`src/rtl/apb4_master_bridge.sv`:
```
// APB4 initiator: turns one valid/ready command into a single SETUP+ACCESS transfer
// and returns the result on a valid/ready response channel, with a bounded wait on pready.
module apb4_master_bridge #(
  parameter int ADDR_WIDTH     = 32,
  parameter int DATA_WIDTH     = 32,  // 8, 16 or 32
  parameter int TIMEOUT_CYCLES = 256  // 0 disables the timeout
) (
  input  logic                    pclk,
  input  logic                    presetn,
  input  logic                    req_valid_i,
  output logic                    req_ready_o,
  input  logic [ADDR_WIDTH-1:0]   req_addr_i,
  input  logic                    req_write_i,
  input  logic [DATA_WIDTH-1:0]   req_wdata_i,
  input  logic [DATA_WIDTH/8-1:0] req_strb_i,
  input  logic [2:0]              req_prot_i,
  output logic                    rsp_valid_o,
  input  logic                    rsp_ready_i,
  output logic [DATA_WIDTH-1:0]   rsp_rdata_o,
  output logic                    rsp_err_o,
  output logic                    rsp_timeout_o,
  output logic [ADDR_WIDTH-1:0]   paddr,
  output logic [2:0]              pprot,
  output logic                    psel,
  output logic                    penable,
  output logic                    pwrite,
  output logic [DATA_WIDTH-1:0]   pwdata,
  output logic [DATA_WIDTH/8-1:0] pstrb,
  input  logic                    pready,
  input  logic [DATA_WIDTH-1:0]   prdata,
  input  logic                    pslverr
);

  localparam int CW = (TIMEOUT_CYCLES > 1) ? $clog2(TIMEOUT_CYCLES) : 1;
  localparam logic [CW-1:0] TO_LAST = CW'((TIMEOUT_CYCLES > 0) ? TIMEOUT_CYCLES - 1 : 0);

  typedef enum logic [1:0] {IDLE, SETUP, ACCESS, RESP} state_t;

  state_t        state;
  logic [CW-1:0] to_cnt;
  logic          timeout_hit;

  assign timeout_hit = (TIMEOUT_CYCLES != 0) && (to_cnt == TO_LAST);

  // The APB address/control/data outputs double as the command holding registers.
  always_ff @(posedge pclk or negedge presetn) begin
    if (!presetn) begin
      state         <= IDLE;
      to_cnt        <= '0;
      req_ready_o   <= 1'b0;
      rsp_valid_o   <= 1'b0;
      rsp_rdata_o   <= '0;
      rsp_err_o     <= 1'b0;
      rsp_timeout_o <= 1'b0;
      paddr         <= '0;
      pprot         <= '0;
      psel          <= 1'b0;
      penable       <= 1'b0;
      pwrite        <= 1'b0;
      pwdata        <= '0;
      pstrb         <= '0;
    end else begin
      case (state)
        IDLE: begin
          req_ready_o <= 1'b1;
          if (req_valid_i && req_ready_o) begin
            req_ready_o <= 1'b0;
            paddr       <= req_addr_i;
            pprot       <= req_prot_i;
            pwrite      <= req_write_i;
            pwdata      <= req_write_i ? req_wdata_i : '0;
            pstrb       <= req_write_i ? req_strb_i : '0;
            psel        <= 1'b1;
            to_cnt      <= '0;
            state       <= SETUP;
          end
        end
        SETUP: begin
          penable <= 1'b1;
          state   <= ACCESS;
        end
        ACCESS: begin
          // pready beats a simultaneous timeout
          if (pready) begin
            psel          <= 1'b0;
            penable       <= 1'b0;
            rsp_valid_o   <= 1'b1;
            rsp_err_o     <= pslverr;
            rsp_timeout_o <= 1'b0;
            rsp_rdata_o   <= pwrite ? '0 : prdata;
            state         <= RESP;
          end else if (timeout_hit) begin
            psel          <= 1'b0;
            penable       <= 1'b0;
            rsp_valid_o   <= 1'b1;
            rsp_err_o     <= 1'b1;
            rsp_timeout_o <= 1'b1;
            rsp_rdata_o   <= '0;
            state         <= RESP;
          end else begin
            to_cnt <= to_cnt + CW'(1);
          end
        end
        RESP: begin
          if (rsp_ready_i) begin
            rsp_valid_o <= 1'b0;
            req_ready_o <= 1'b1;
            state       <= IDLE;
          end
        end
        default: state <= IDLE;
      endcase
    end
  end

endmodule

```
`config.mk`:
```
export PLATFORM = sky130hd
export DESIGN_NAME = apb4_master_bridge
export DESIGN_NICKNAME = d
export VERILOG_FILES = /design/src/rtl/apb4_master_bridge.sv
export SDC_FILE = /design/constraint.sdc
export NUM_CORES = 1
export LEC_CHECK = 0
export BUFFER_PORTS_ARGS = -buffer_cell sky130_fd_sc_hd__buf_2
export CAP_MARGIN = 20
export CORE_ASPECT_RATIO = 0.9
export CORE_MARGIN = 3
export CORE_UTILIZATION = 40
export CTS_CLUSTER_DIAMETER = 40
export CTS_CLUSTER_SIZE = 16
export DETAILED_ROUTE_END_ITERATION = 6
export PLACE_DENSITY = 0.85
export SLEW_MARGIN = 10
export SYNTH_ARGS = -nofsm -noshare
export SYNTH_HDL_FRONTEND = slang
export SYNTH_SLANG_ARGS = --single-unit
```
`constraint.sdc`:
```
create_clock -name pclk -period 1.6 [get_ports pclk]
set_input_delay 0.24 -clock pclk [delete_from_list [all_inputs] [get_ports pclk]]
set_output_delay 0.24 -clock pclk [all_outputs]
set_load 0.01 [all_outputs]
```
==> reports/qor.txt, run 1 <==
Outcome: finished with violations
Failing checks: setup timing
Maximum clock path buffer count: 2
Worst path top cell family by delay: flip-flops
FF/Latch Area: 0.00300 sq mm
Worst path bufs/invs: 0
Final Critical Period: 1.60 ns
CTS Root Cell: clkbuf_16
Clock-pin slew on the worst setup and hold paths: 0.05 ns
Final WS setup: -0.00347 ns
Crit path DAT: 1.89 ns
EDFF count, synth: 0
Ports: 220
WL/cell: 17.1 um
Ant diodes: 0
Vias in the first global route: 4129
Clock Sinks: 120
Hold/Removal Path Class: primary input to flip-flop
Fillers: 875
Max VDD drop: 1330 uV
H-tree levels: 4
Final Power: 15.2 mW
Initial Util: 41.5%
Unrepaired setup endpoints after global routing: yes
Critical-path cell list: ha_4, and3_4, a31oi_4, a211oi_4, mux2_4
Synth warn: 0
First-pass GRT wire length: 19.7 mm
Final Hold Fails: 0
Post-synthesis average cell area: 12.1 sq um
Comb pwr share: 38.9%
Cell area after synthesis: 0.00483 sq mm
Commonest cells post-synth: dfrtp_1 (120), nand2_1 (78), mux2_1 (37)
Seq cells post-synth: 120
Multi-input logic area: 0.00188 sq mm
Port buffer count: 219
CP Data Required Time: 1.89 ns
Area leader, netlist: dfrtp_1
TritonCTS buffer count: 17
Vias: 4156
Remaining DRCs: 0
Power density over the cells: 2080 mW/mm^2
Max_cap viols: 0
Worst slew margin: 58.0%
Layout area overhead: 50.6%
Final wirelength: 14.1 mm
Post-synth ARST share: 100%
Leak: 3.82 nW
Total GRT Usage: 19.0%
Drt first pass iters: 4
Largest cells by area after synthesis: dfrtp_1 (62%), mux2_1 (8.6%), a22o_1 (6.2%)
CP max stage delay: 0.39 ns
Sw frac: 33.4%
Die area: 0.0134 sq mm
Pin count of the biggest net entering global routing: 65
GP Congestion: 0.855
1st-iter DRT viols: 273
NetSw: 5.07 mW
Clock skew: 0.0127 ns
Die X: 122 um
Fmax: 0.624 GHz
Cell count after synthesis: 399
Vias per Instance: 5.07
CP max stage cell: dfrtp_1
CTS tree: done
Sequential cell area fraction in the yosys report: 62.2%
DIE HEIGHT: 110 um
Clk network pwr share: 26.5%
Synth cell types: 40
Antenna viol nets, final: 0
Final net count: 765
Syn Nets: 513
Sequential power share: 34.5%
Count of final setup violators: 1
Worst-margin pin slew: 0.631 ns
Count leader, synth: dfrtp_1
Initial antenna violation count: 0
Final core utilization: 62.6%
CP Capture Type: flip-flop
Dpl hpwl: 9.11 mm
Top FF cell, synth: dfrtp_1
Int Power: 10.1 mW
Top cell type's share of synthesized area: 62.2%
Peak fanout along the critical path: 4
Core area: 0.0116 sq mm
Num rows: 37
Kind of critical path: flip-flop to flip-flop
Startpoint types: flip-flop
Final hold slack: 0.0386 ns
Worst-skew pair later-pin latency: 0.42 ns
Share of cells above drive strength 1: 49.7%
Final Cycle Share: 100%
Fin. max-slew vios: 0
GRT overflow: 0
[path summary, 6_finish.rpt]
path                                        from                           to  slack, ns  depth (start not counted)
hold reg to reg            pwdata[6]$_DFFE_PN0P_        pwdata[6]$_DFFE_PN0P_       0.48                          2
hold / removal                        prdata[26]  rsp_rdata_o[26]$_DFFE_PN0P_       0.04                          2
setup / recovery           to_cnt[0]$_DFFE_PN0P_         state[1]$_DFFE_PN0P_     -0.003                          5
min in group asynchronous                presetn         pprot[2]$_DFFE_PN0P_       0.39                          3
max in group asynchronous                presetn       pwdata[17]$_DFFE_PN0P_       0.88                          3
setup reg to reg           to_cnt[0]$_DFFE_PN0P_         state[1]$_DFFE_PN0P_     -0.003                          5
[layout by cell type (no fill, tap or decap), types with 3 or more instances in the layout]
cell type,synthesis,routed
a22o_1,34,34
nand3_1,5,4
mux2_4,0,26
ha_4,0,3
nor2_1,5,4
clkinv_2,0,3
clkinvlp_4,0,4
buf_12,0,6
a21oi_1,8,8
nor3_1,4,4
buf_4,0,22
o21ai_0,10,8
buf_2,10,218
mux2_1,37,11
buf_6,3,4
inv_1,4,3
o21ai_1,35,36
clkbuf_16,0,21
nand2_1,78,78
dfrtp_1,120,120
bufinv_16,0,4
[logic make-up after synthesis]
logic type | share of synthesized area (%)
buf+inv | 2.90
mux | 9.28
fa+ha+maj | 1.04
compound gates | 15.1
simple gates | 9.44
flops | 62.2
[flip-flops by register name, indices dropped and copies added, names as in the netlist, 2 cells and up]
signal,count
pwdata,32
state,2
paddr,32
pprot,3
rsp_rdata_o,32
to_cnt,8
pstrb,4
[layer usage]
metal | GRT usage, % | wire (um)
met1 | 22.3 | 5640
met2 | 32.4 | 7150
met3 | 7.24 | 1090
met4 | 6.48 | 186
met5 | 0 | 0
[final cells by class]
| type | instances | share of cell area, % |
|---|---|---|
| multi-input combinational | 252 | 25.9 |
| timing repair buffer | 256 | 21.3 |
| clock buffer | 20 | 6.28 |
| inverter | 4 | 0.206 |
| sequential | 120 | 41.3 |
| tap | 156 | 2.68 |
| clock inverter | 12 | 2.39 |
[stage by stage]
stage               instance area [sq um]  worst slack (ns)  std cells  setup TNS, ns
floorplan                            4830           0.00620        399              0
detailed placement                   6260           -0.0563        774          -1.50
finish                               7270          -0.00347        820       -0.00347
global route                         7270           -0.0640        820          -1.17
global placement                     6260            0.0183        774              0
CTS                                  6920          -0.00804        808       -0.00804
[power groups by stage]
stage | logic (mW) | clock network, mW | registers [mW]
after floorplan | 2.05 | 0 | 5.76
after global placement | 4.84 | 0 | 5.12
after detailed placement | 5.05 | 0 | 5.20
after CTS | 5.14 | 4.10 | 5.18
after global routing | 6.45 | 4.24 | 5.40
final | 5.90 | 4.02 | 5.23
[what timing repair did]
action / CTS / global route
endpoints found under the setup margin: 37 / 90
setup buffers: 1 / 7
gates cloned: 0 / 6
pin swaps: 2 / 3
endpoints found under the hold margin: 120 / 0
gates resized for setup: 3 / 44
hold buffers: 1 / 0
No activity file was read; power rests on OpenSTA's default activity.
==> run 2: changes to the inputs <==
--- a/config.mk
+++ b/config.mk
@@ -7,7 +7,6 @@
 export LEC_CHECK = 0
 export BUFFER_PORTS_ARGS = -buffer_cell sky130_fd_sc_hd__buf_2
 export CAP_MARGIN = 20
-export CORE_ASPECT_RATIO = 0.9
 export CORE_MARGIN = 3
 export CORE_UTILIZATION = 40
 export CTS_CLUSTER_DIAMETER = 40
==> reports/qor.txt, run 2 (synthesis results as in run 1) <==
Most frequent cells in the layout: buf_2 (218), dfrtp_1 (118), nand2_1 (71), a22o_1 (34), o21ai_1 (33)
CP max stage cell: dfrtp_1
Worst path bufs/invs: 0 (unchanged)
Pin count of the biggest net entering global routing: 121 (+86%)
DIE HEIGHT: 116 um (+5.1%)
Clock skew: 0.00685 ns (-0.00589 ns)
Sequential power share: 35.0% (+0.5 points)
CP max stage delay: 0.39 ns (about the same)
Power density over the cells: 2050 mW/mm^2 (-1.8%)
Share of cells above drive strength 1: 52.2% (+2.5 points)
Outcome: finished with violations
Commonest non-fill, non-tap cell in the layout: buf_2
Sw frac: 33.0% (-0.39 points)
Ports: 220 (unchanged)
Dpl ws: -0.0294 ns (+0.0269 ns)
Final net count: 768 (+0.39%)
Die area: 0.0134 sq mm (about the same)
Antenna viol nets, final: 0 (unchanged)
Die X: 116 um (-4.9%)
Final Hold Fails: 0 (unchanged)
WL/cell: 17.0 um (-0.59%)
1st-iter DRT viols: 253 (-7.3%)
CTS Root Cell: clkbuf_16
Final WS setup: -0.0165 ns (-0.0130 ns)
Worst path top cell family by delay: compound AO/OA/AOI/OAI gates
Clk network pwr share: 23.9% (-2.6 points)
Startpoint types: flip-flop
Core area: 0.0116 sq mm (about the same)
H-tree levels: 4 (unchanged)
M3 GR Usage: 5.48% (-1.8 points)
GP Congestion: 0.873 (+2.2%)
Fin. max-slew vios: 0 (unchanged)
Kind of critical path: flip-flop to flip-flop
CP Data Required Time: 1.89 ns (about the same)
Final Power: 14.9 mW (-1.5%)
Final core utilization: 62.8% (+0.22 points)
Failing checks: setup timing
Initial antenna violation count: 0 (unchanged)
GR Util met2: 31.0% (-1.4 points)
Worst slew margin: 57.0% (-0.97 points)
Remaining DRCs: 0 (unchanged)
Ant diodes: 0 (unchanged)
Unrepaired setup endpoints after global routing: yes
Worst-margin pin slew: 0.645 ns (+0.0146 ns)
Max_cap viols: 0 (unchanged)
Final wirelength: 13.7 mm (-2.3%)
Met1 usage: 21.9% (-0.37 points)
Num rows: 39 (+5.4%)
Final Critical Period: 1.62 ns (+0.0130 ns)
Crit path DAT: 1.90 ns (about the same)
Vias: 4165 (+0.22%)
Final Cycle Share: 101% (+0.81 points)
Int Power: 10.0 mW (-0.91%)
Layout area overhead: 51.1%
Fmax: 0.619 GHz (-0.81%)
Fillers: 875 (unchanged)
Critical-path cell list: ha_4, and3_4, a31oi_4, a211oi_4, mux2_4
Reg-to-Reg Start: to_cnt[0]$_DFFE_PN0P_
Hold/Removal Path Class: primary input to flip-flop
Leak: 3.87 nW (+1.3%)
Port buffer count: 219 (unchanged)
CTS tree: done
Dpl hpwl: 8.93 mm (-2.0%)
Critical Path Source: to_cnt[0]$_DFFE_PN0P_
Comb pwr share: 41.0% (+2.1 points)
Initial Util: 41.6% (about the same)
Busiest metal layer after global routing: met2
Peak fanout along the critical path: 4 (unchanged)
Max VDD drop: 964 uV (-27%)
Final setup TNS: -0.0165 ns (-0.0130 ns)
GRT overflow: 0 (unchanged)
Regs by FF count: paddr x32, pwdata x32, rsp_rdata_o x32
Count of final setup violators: 1 (unchanged)
Worst hold start: prdata[5]
Total GRT Usage: 18.6% (-0.46 points)
First-pass GRT wire length: 19.4 mm (-1.6%)
Maximum clock path buffer count: 2 (unchanged)
Vias in the first global route: 4015 (-2.8%)
CP Capture Type: flip-flop
Drt first pass iters: 4 (unchanged)
Clock-pin slew on the worst setup and hold paths: 0.05 ns (about the same)
TritonCTS buffer count: 17 (unchanged)
NetSw: 4.93 mW (-2.6%)
Clock Sinks: 120 (unchanged)
Worst-skew pair later-pin latency: 0.40 ns (-0.02 ns)
Vias per Instance: 5.17 (+2.0%)
run 2: path summary, 6_finish.rpt:
kind	slack (ns)	cells past startpoint	endpoint
max in group asynchronous	0.64	3	pwdata[28]$_DFFE_PN0P_
worst min register to register	0.48	2	pwdata[7]$_DFFE_PN0P_
worst max register to register	-0.02	5	state[1]$_DFFE_PN0P_
worst min-delay path	0.05	2	rsp_rdata_o[5]$_DFFE_PN0P_
worst max-delay path	-0.02	5	state[1]$_DFFE_PN0P_
min in group asynchronous	0.44	3	paddr[6]$_DFFE_PN0P_
run 2: layout make-up:
type	count	area, sq um	share of cell area [%]
inverters	4	18.8	0.257
repair buffers	260	1630	22.3
multi-input cells	251	1910	26.2
well taps	143	179	2.45
flip-flops and latches	120	3010	41.2
clock inverters	4	70.1	0.961
clock buffers	24	482	6.60
run 2: what timing repair did:
item / in CTS / in global routing
setup endpoints to repair: 37 / 88
hold buffers: 1 / 0
setup buffers: 0 / 7
gates resized for setup: 6 / 56
hold endpoints to repair: 120 / 0
cloned: 0 / 9
pin swaps: 2 / 25
run 2: stage by stage:
| stage | hold slack, ns | cell area (sq um) | cells |
|---|---|---|---|
| 6_report | 0.0468 | 7290 | 806 |
| 5_1_grt | 0.0253 | 7290 | 806 |
| 4_1_cts | 0.0222 | 6840 | 790 |
| 3_5_place_dp | 0.382 | 6250 | 761 |
| 3_3_place_gp | 0.372 | 6250 | 761 |
| 2_1_floorplan | -0.0556 | 4830 | 399 |
run 2: power by group through the flow:
stage	clock network, mW	registers [mW]	logic, mW
finish	3.58	5.23	6.13
detailed placement	0	5.19	5.10
floorplan	0	5.76	2.05
CTS	3.66	5.17	5.23
global placement	0	5.13	4.91
global route	3.80	5.39	6.65
run 2: per-layer routing:
| layer | part of all wire, % | up-vias | routed length (um) |
|---|---|---|---|
| li1 | - | 1927 | - |
| met1 | 41 | 2027 | 5580 |
| met2 | 50 | 182 | 6900 |
| met3 | 6.7 | 29 | 926 |
| met4 | 2.4 | 0 | 336 |
| met5 | 0 | - | 0 |
